$ cat config.mk
export PLATFORM = sky130hd
export DESIGN_NAME = vga_rx
export DESIGN_NICKNAME = d
export VERILOG_FILES = /design/src/rtl/vga_rx_pkg.sv /design/src/rtl/vga_rx_edge.sv /design/src/rtl/vga_rx.sv
export SDC_FILE = /design/constraint.sdc
export NUM_CORES = 1
export LEC_CHECK = 0
export CAP_MARGIN = 20
export CORE_MARGIN = 2
export CORE_UTILIZATION = 58
export CTS_BUF_LIST = sky130_fd_sc_hd__clkbuf_8
export CTS_CLUSTER_DIAMETER = 200
export DETAILED_ROUTE_END_ITERATION = 10
export PLACE_DENSITY_LB_ADDON = 0.3
export RECOVER_POWER = 100
export SLEW_MARGIN = 10
export SYNTH_ARGS = -nofsm -noshare
export SYNTH_HDL_FRONTEND = slang
export SYNTH_SLANG_ARGS = --single-unit
$ cat constraint.sdc
create_clock -name clk_rx -period 3.6 [get_ports clk_rx]
set_input_delay 1.08 -clock clk_rx [delete_from_list [all_inputs] [get_ports clk_rx]]
set_output_delay 1.08 -clock clk_rx [all_outputs]
set_load 0.05 [all_outputs]
$ cat src/rtl/vga_rx_pkg.sv
// vga_rx_pkg: receiver lock states and default 640x480@60 timing, shared with the vga generator.
package vga_rx_pkg;
    typedef enum logic [1:0] {SEARCH = 2'd0, ACQUIRE = 2'd1, LOCKED = 2'd2} rx_state_t;
    localparam int H_VIZ_DEF       = 640;
    localparam int H_PULSE_DEF     = 96;
    localparam int H_BP_DEF        = 48;
    localparam int H_FP_DEF        = 16;
    localparam int H_SYNC_DEF      = 800;
    localparam int V_VIZ_DEF       = 480;
    localparam int V_PULSE_DEF     = 2;
    localparam int V_BP_DEF        = 33;
    localparam int V_FP_DEF        = 10;
    localparam int V_SYNC_DEF      = 525;
    localparam int LOCK_FRAMES_DEF = 2;
    function automatic logic in_win(input logic [9:0] c, input int lo, input int hi);
        return (int'(c) >= lo) && (int'(c) < hi);
    endfunction
endpackage

$ cat src/rtl/vga_rx_edge.sv
// vga_rx_edge: registers an active-low sync input and flags its falling and rising edges.
module vga_rx_edge (
    input  logic i_clk,
    input  logic i_rst,
    input  logic i_sync,
    output logic o_fall,
    output logic o_rise
);
    logic r_s, r_p;
    always_ff @(posedge i_clk or posedge i_rst) begin
        if (i_rst) begin
            r_s <= 1'b1;
            r_p <= 1'b1;
        end else begin
            r_s <= i_sync;
            r_p <= r_s;
        end
    end
    assign o_fall = r_p & ~r_s;
    assign o_rise = ~r_p & r_s;
endmodule

$ cat src/rtl/vga_rx.sv
// vga_rx: recovers pixel coordinates and data enable from hsync/vsync and tracks timing lock.
module vga_rx
    import vga_rx_pkg::*;
#(
    parameter int H_VIZ       = H_VIZ_DEF,
    parameter int H_PULSE     = H_PULSE_DEF,
    parameter int H_BP        = H_BP_DEF,
    parameter int H_FP        = H_FP_DEF,
    parameter int H_SYNC      = H_SYNC_DEF,
    parameter int V_VIZ       = V_VIZ_DEF,
    parameter int V_PULSE     = V_PULSE_DEF,
    parameter int V_BP        = V_BP_DEF,
    parameter int V_FP        = V_FP_DEF,
    parameter int V_SYNC      = V_SYNC_DEF,
    parameter int LOCK_FRAMES = LOCK_FRAMES_DEF
) (
    input  logic       clk_rx,
    input  logic       rst_rx,
    input  logic       h_in_rx,
    input  logic       v_in_rx,
    input  logic [7:0] color_in_rx,
    output logic [9:0] horizontal_x_rx,
    output logic [9:0] vertical_y_rx,
    output logic       de_rx,
    output logic [7:0] color_out_rx,
    output logic       locked_rx,
    output logic       err_rx
);
    localparam int H_ORG = H_PULSE + H_BP;
    localparam int V_ORG = V_PULSE + V_BP;
    // Never let the visible window spill into the front porch, even with inconsistent parameters.
    localparam int H_END = (H_ORG + H_VIZ < H_SYNC - H_FP) ? H_ORG + H_VIZ : H_SYNC - H_FP;
    localparam int V_END = (V_ORG + V_VIZ < V_SYNC - V_FP) ? V_ORG + V_VIZ : V_SYNC - V_FP;

    logic       w_h_fall, w_h_rise, w_v_fall, w_v_rise;
    logic [7:0] r_color;
    logic [9:0] r_h_cnt, r_v_cnt, w_h_cnt, w_v_cnt;
    logic       r_v_pend, r_h_seen, r_v_seen, w_v_load, w_viz, w_err;
    rx_state_t  r_state, w_state;
    logic [7:0] r_good, w_good;
    logic       r_de, r_err;
    logic [9:0] r_x, r_y;
    logic [7:0] r_col;

    vga_rx_edge u_h_edge (.i_clk(clk_rx), .i_rst(rst_rx), .i_sync(h_in_rx), .o_fall(w_h_fall), .o_rise(w_h_rise));
    vga_rx_edge u_v_edge (.i_clk(clk_rx), .i_rst(rst_rx), .i_sync(v_in_rx), .o_fall(w_v_fall), .o_rise(w_v_rise));

    // w_h_cnt/w_v_cnt are the coordinates of the pixel currently held in the input stage.
    always_comb begin
        w_h_cnt  = w_h_fall ? 10'd0 : (&r_h_cnt ? r_h_cnt : r_h_cnt + 10'd1);
        w_v_load = w_h_fall & (w_v_fall | r_v_pend);
        w_v_cnt  = w_v_load ? 10'd0 : (w_h_fall ? r_v_cnt + 10'd1 : r_v_cnt);
        w_err    = (w_h_fall & r_h_seen & (r_h_cnt != 10'(H_SYNC - 1)))
                 | (w_h_rise & r_h_seen & (w_h_cnt != 10'(H_PULSE)))
                 | (~w_h_fall & (r_h_cnt == 10'd1022))
                 | (w_v_load & r_v_seen & (r_v_cnt != 10'(V_SYNC - 1)))
                 | (w_v_rise & r_v_seen & (w_v_cnt != 10'(V_PULSE)));
        w_viz    = in_win(w_h_cnt, H_ORG, H_END) & in_win(w_v_cnt, V_ORG, V_END);
    end

    always_comb begin
        w_state = r_state;
        w_good  = r_good;
        if (w_err) begin
            w_state = SEARCH;
        end else if (w_v_load && r_state == SEARCH) begin
            w_state = ACQUIRE;
            w_good  = 8'd0;
        end else if (w_v_load && r_state == ACQUIRE) begin
            w_good  = r_good + 8'd1;
            w_state = (w_good == 8'(LOCK_FRAMES)) ? LOCKED : ACQUIRE;
        end
    end

    always_ff @(posedge clk_rx or posedge rst_rx) begin
        if (rst_rx) begin
            r_state  <= SEARCH;
            r_good   <= 8'd0;
            r_color  <= 8'd0;
            r_h_cnt  <= 10'd0;
            r_v_cnt  <= 10'd0;
            r_v_pend <= 1'b0;
            r_h_seen <= 1'b0;
            r_v_seen <= 1'b0;
        end else begin
            r_state  <= w_state;
            r_good   <= w_good;
            r_color  <= color_in_rx;
            r_h_cnt  <= w_h_cnt;
            r_v_cnt  <= w_v_cnt;
            r_v_pend <= ~w_v_load & (r_v_pend | w_v_fall);
            r_h_seen <= ~w_err & (r_h_seen | w_h_fall);
            r_v_seen <= ~w_err & (r_v_seen | w_v_load);
        end
    end

    always_ff @(posedge clk_rx or posedge rst_rx) begin
        if (rst_rx) begin
            r_de  <= 1'b0;
            r_x   <= 10'd0;
            r_y   <= 10'd0;
            r_col <= 8'd0;
            r_err <= 1'b0;
        end else begin
            r_de  <= w_viz & (r_state == LOCKED);
            r_x   <= w_viz ? w_h_cnt - 10'(H_ORG) : 10'd0;
            r_y   <= w_viz ? w_v_cnt - 10'(V_ORG) : 10'd0;
            r_col <= w_viz ? r_color : 8'd0;
            r_err <= w_err;
        end
    end

    assign horizontal_x_rx = r_x;
    assign vertical_y_rx   = r_y;
    assign de_rx           = r_de;
    assign color_out_rx    = r_col;
    assign locked_rx       = (r_state == LOCKED);
    assign err_rx          = r_err;
endmodule

==> impl_metrics.csv <==
group,metric,value,unit
sta,post-route-period-util,91.11,%
critical_path,crit_fanout,16,
sta,rsz0062_at_grt,"no",
sta,period_minus_slack,3.280,ns
synthesis,synth-seq-cells,75,
power_and_ir_drop,p_leak,0.002121,uW
run_status,status,"finished clean",
placed_design,io_buffers,42,
cells_and_area,utilization,70.42,%
global_route,grt_max_degree,29,
die,core_region_area,6277,um^2
drt,route.top_layer_used,"met4",
sta,setup_viol,0,
synthesis,seq_area_frac_synth,50.42,%
clock_network,cts_sinks,75,
sta,hold_violations,0,
placed_design,place.detailed.hpwl,5733,um
drt,wirelength,8248,um
die,dieArea,7093,um^2
cells_and_area,antenna_cells,0,
clock_network,post_cts_buffers,0,
drt,routed_via_density,5.996,
clock_network,clk_latency,0.35,ns
clock_network,numCtsBuffers,9,
drt,wl_per_cell,16.37,um
drt,initialDrtViolationCount,223,
sta,slew_viol_final,0,
synthesis,synthTopCellsByArea,"dfrtp_1 (48%), nor2_1 (5.0%), ha_1 (3.7%)",
synthesis,synthArstFlopShare,100.0,%
power_and_ir_drop,power.density,498.2,nW/um^2
placed_design,place_congestion,0.9444,
clock_network,clkSlewWorstSetupHoldPaths,0.08,ns
critical_path,worst-setup-path-type,"register to register",
run,max_cap_viol_count,0,
power_and_ir_drop,irDropWorstVdd,0.0003730,V
critical_path,start_kind,"register",
synthesis,ys_types,60,
synthesis,ys.warnings.count,0,
clock_network,clock_tree.root_cell,"clkbuf_8",
sta,fmax,304.9,MHz
sta,worst_slack,0.3202,ns
drt,drcViolationCount,0,
synthesis,synth_fp_nets,397,
synthesis,syn_area,3732,um^2
placed_design,place_ws,0.2755,ns
global_route,grt_pass1_wl,13880,um
drt,dr.pass1.iters,5,
worst_hold_path,hp-class,"register to register",
cells_and_area,area_growth_syn_to_layout,18.44,%
drt,drtAntennaViolNets,0,
clock_network,cts_tree,"done",
synthesis,synthCells,374,
cells_and_area,fin_nets,445,
drt,vias,3022,
sta,finClkSkew,0.01297,ns
cells_and_area,layout-drive-gt1-share,7.963,%
clock_network,clock_path_buffers,2,
critical_path,cp_data_arrival_time,3.54,ns
drt,route.met3.wl,560,um
critical_path,critPathCaptureType,"register",
synthesis,synth_edf_count,0,
synthesis,synth-main-ff-cell,"dfrtp_1",
synthesis,synth_area_leader_cell,"dfrtp_1",
sta,finalSetupTns,0,ns
global_route,grt_pass1_vias,2828,
sta,slew_headroom,28.35,%
global_route,grt_usage,24.88,%
global_route,grt_antenna_before_repair,0,
synthesis,synth_area_per_cell,9.979,um^2
die,initial_utilization,59.46,%
die,pin_count,43,
die,die_w,84.22,um
die,fp.dieH,84.22,um
drt,routed-wl-met2,3781,um
critical_path,required,3.86,ns
die,fp-row-count,29,
drt,wl_met1,3682,um
synthesis,synth_top_area_share,47.60,%
sta,worst_pin_slew,1.074,ns
clock_network,h-tree-depth,3,
global_route,grt_overflow_total,0,
-- critical path, stage by stage (launching register included) --
cell and delay [ns]:
dfrtp_1 0.49, ha_2 0.33, and3_1 0.26, o21ai_0 0.14, xnor2_1 0.21, nor2_1 0.08, inv_1 0.09, ha_1 0.20
inv_1 0.09, o311ai_0 0.32, nand2_1 0.09, or4_4 0.54, buf_4 0.24, nor4_2 0.14
-- Yosys cell counts (3+ instances only) --
library cell and number:
nor2_1 50, xnor2_1 11, nand2b_1 6, ha_1 11, a211oi_1 5, nand2_1 24, inv_1 26, o211ai_1 3
a31oi_1 6, mux2i_1 3, buf_6 3, or3_1 7, nor3b_1 3, o31a_1 3, or4_1 4, nand4_1 6
and2_1 3, dfstp_2 4, and3_1 8, dfrtp_1 71, a21oi_1 12, buf_2 6, nor3_1 11, clkbuf_1 5
nand3_1 11, nand3b_1 3, nor2b_1 5, o21ai_0 17, o31ai_1 8
-- flip-flops by register name (all words and copies together) (netlist names), 2 cells and up --
signal	cells
horizontal_x_rx	10
r_state	2
r_h_cnt	10
color_out_rx	8
vertical_y_rx	10
r_v_cnt	10
r_good	8
r_color	8
-- repair_timing --
action                     4_1_cts  5_1_grt
hold endpoints to repair         0        0
hold buffers                     0        0
setup endpoints to repair        0        2
gates resized for setup          0        1
-- kinds of logic (layout without fill, tap and decap cells) --
family                   count (synthesis)  after routing  share of synthesized area (%)
multiplexers                             4              4                          1.106
flip-flops                              75             75                          50.42
XOR/XNOR                                13             13                          3.051
AO/OA/AOI/OAI                           74             74                          14.52
AND/OR/NAND/NOR                        156            156                          22.19
buffers and inverters                   41             94                          5.028
adder cells (fa/ha/maj)                 11             11                          3.688
-- routing by layer --
| layer | track usage (%) | vias to the layer above |
|---|---|---|
| li1 | - | 1415 |
| met1 | 35.91 | 1427 |
| met2 | 37.23 | 159 |
| met3 | 4.326 | 21 |
| met4 | 11.00 | 0 |
| met5 | 0 | - |
-- where the power goes --
group	total (uW)	switching (uW)	internal, uW	leakage, uW
clock network	773	299	475	0.000125
registers	1030	110	915	0.000994
logic	404	250	154	0.00100
total	2200	659	1540	0.00212
-- area by class of cell --
type / instances / area (um^2)
clock buffer: 10 / 137.6
clock inverter: 6 / 105.1
fill: 505 / 1857
inverter: 26 / 97.59
multi-input combinational: 258 / 1630
sequential: 75 / 1882
tap: 77 / 96.34
timing repair buffer: 52 / 471.7
-- stage by stage --
stage	cells	hold WS [ns]	total power [uW]	cell area (um^2)
6_report	504	0.3906	2202	4420
5_1_grt	504	0.4040	2313	4420
4_1_cts	504	0.3807	2227	4477
3_5_place_dp	488	0.3705	1451	4234
3_3_place_gp	488	0.3666	1436	4234
2_1_floorplan	374	0.3580	1336	3732
-- path summary, 6_finish.rpt --
kind,startpoint,end,slack (ns),cells past startpoint
hold / removal,u_v_edge.r_s,u_v_edge.r_p,0.39,0
hold reg to reg,u_v_edge.r_s,u_v_edge.r_p,0.39,0
setup / recovery,r_h_cnt[1],horizontal_x_rx[3],0.32,13
max in group asynchronous,rst_rx,r_h_cnt[8],0.96,3
setup reg to reg,r_h_cnt[1],horizontal_x_rx[3],0.32,13
min in group asynchronous,rst_rx,r_color[4],1.44,2
-- cell usage in the layout (no fill, tap or decap), types with 4 or more instances in the layout --
master         netlist  routed
a211oi_1             5       6
a21oi_1             12      12
a31oi_1              6       6
and3_1               8       8
clkbuf_1             5       5
clkbuf_8             0      10
dfrtp_1             71      71
dlygate4sd3_1        0      42
ha_1                11      10
inv_1               26      28
nand2_1             24      24
nand2b_1             6       6
nand3_1             11      11
nand4_1              6       7
nor2_1              50      50
nor2b_1              5       5
nor3_1              11      11
o21ai_0             17      18
o31ai_1              8       8
or3_1                7       7
or4_1                4       4
xnor2_1             11      11
Power figures use the tool's default switching activity.
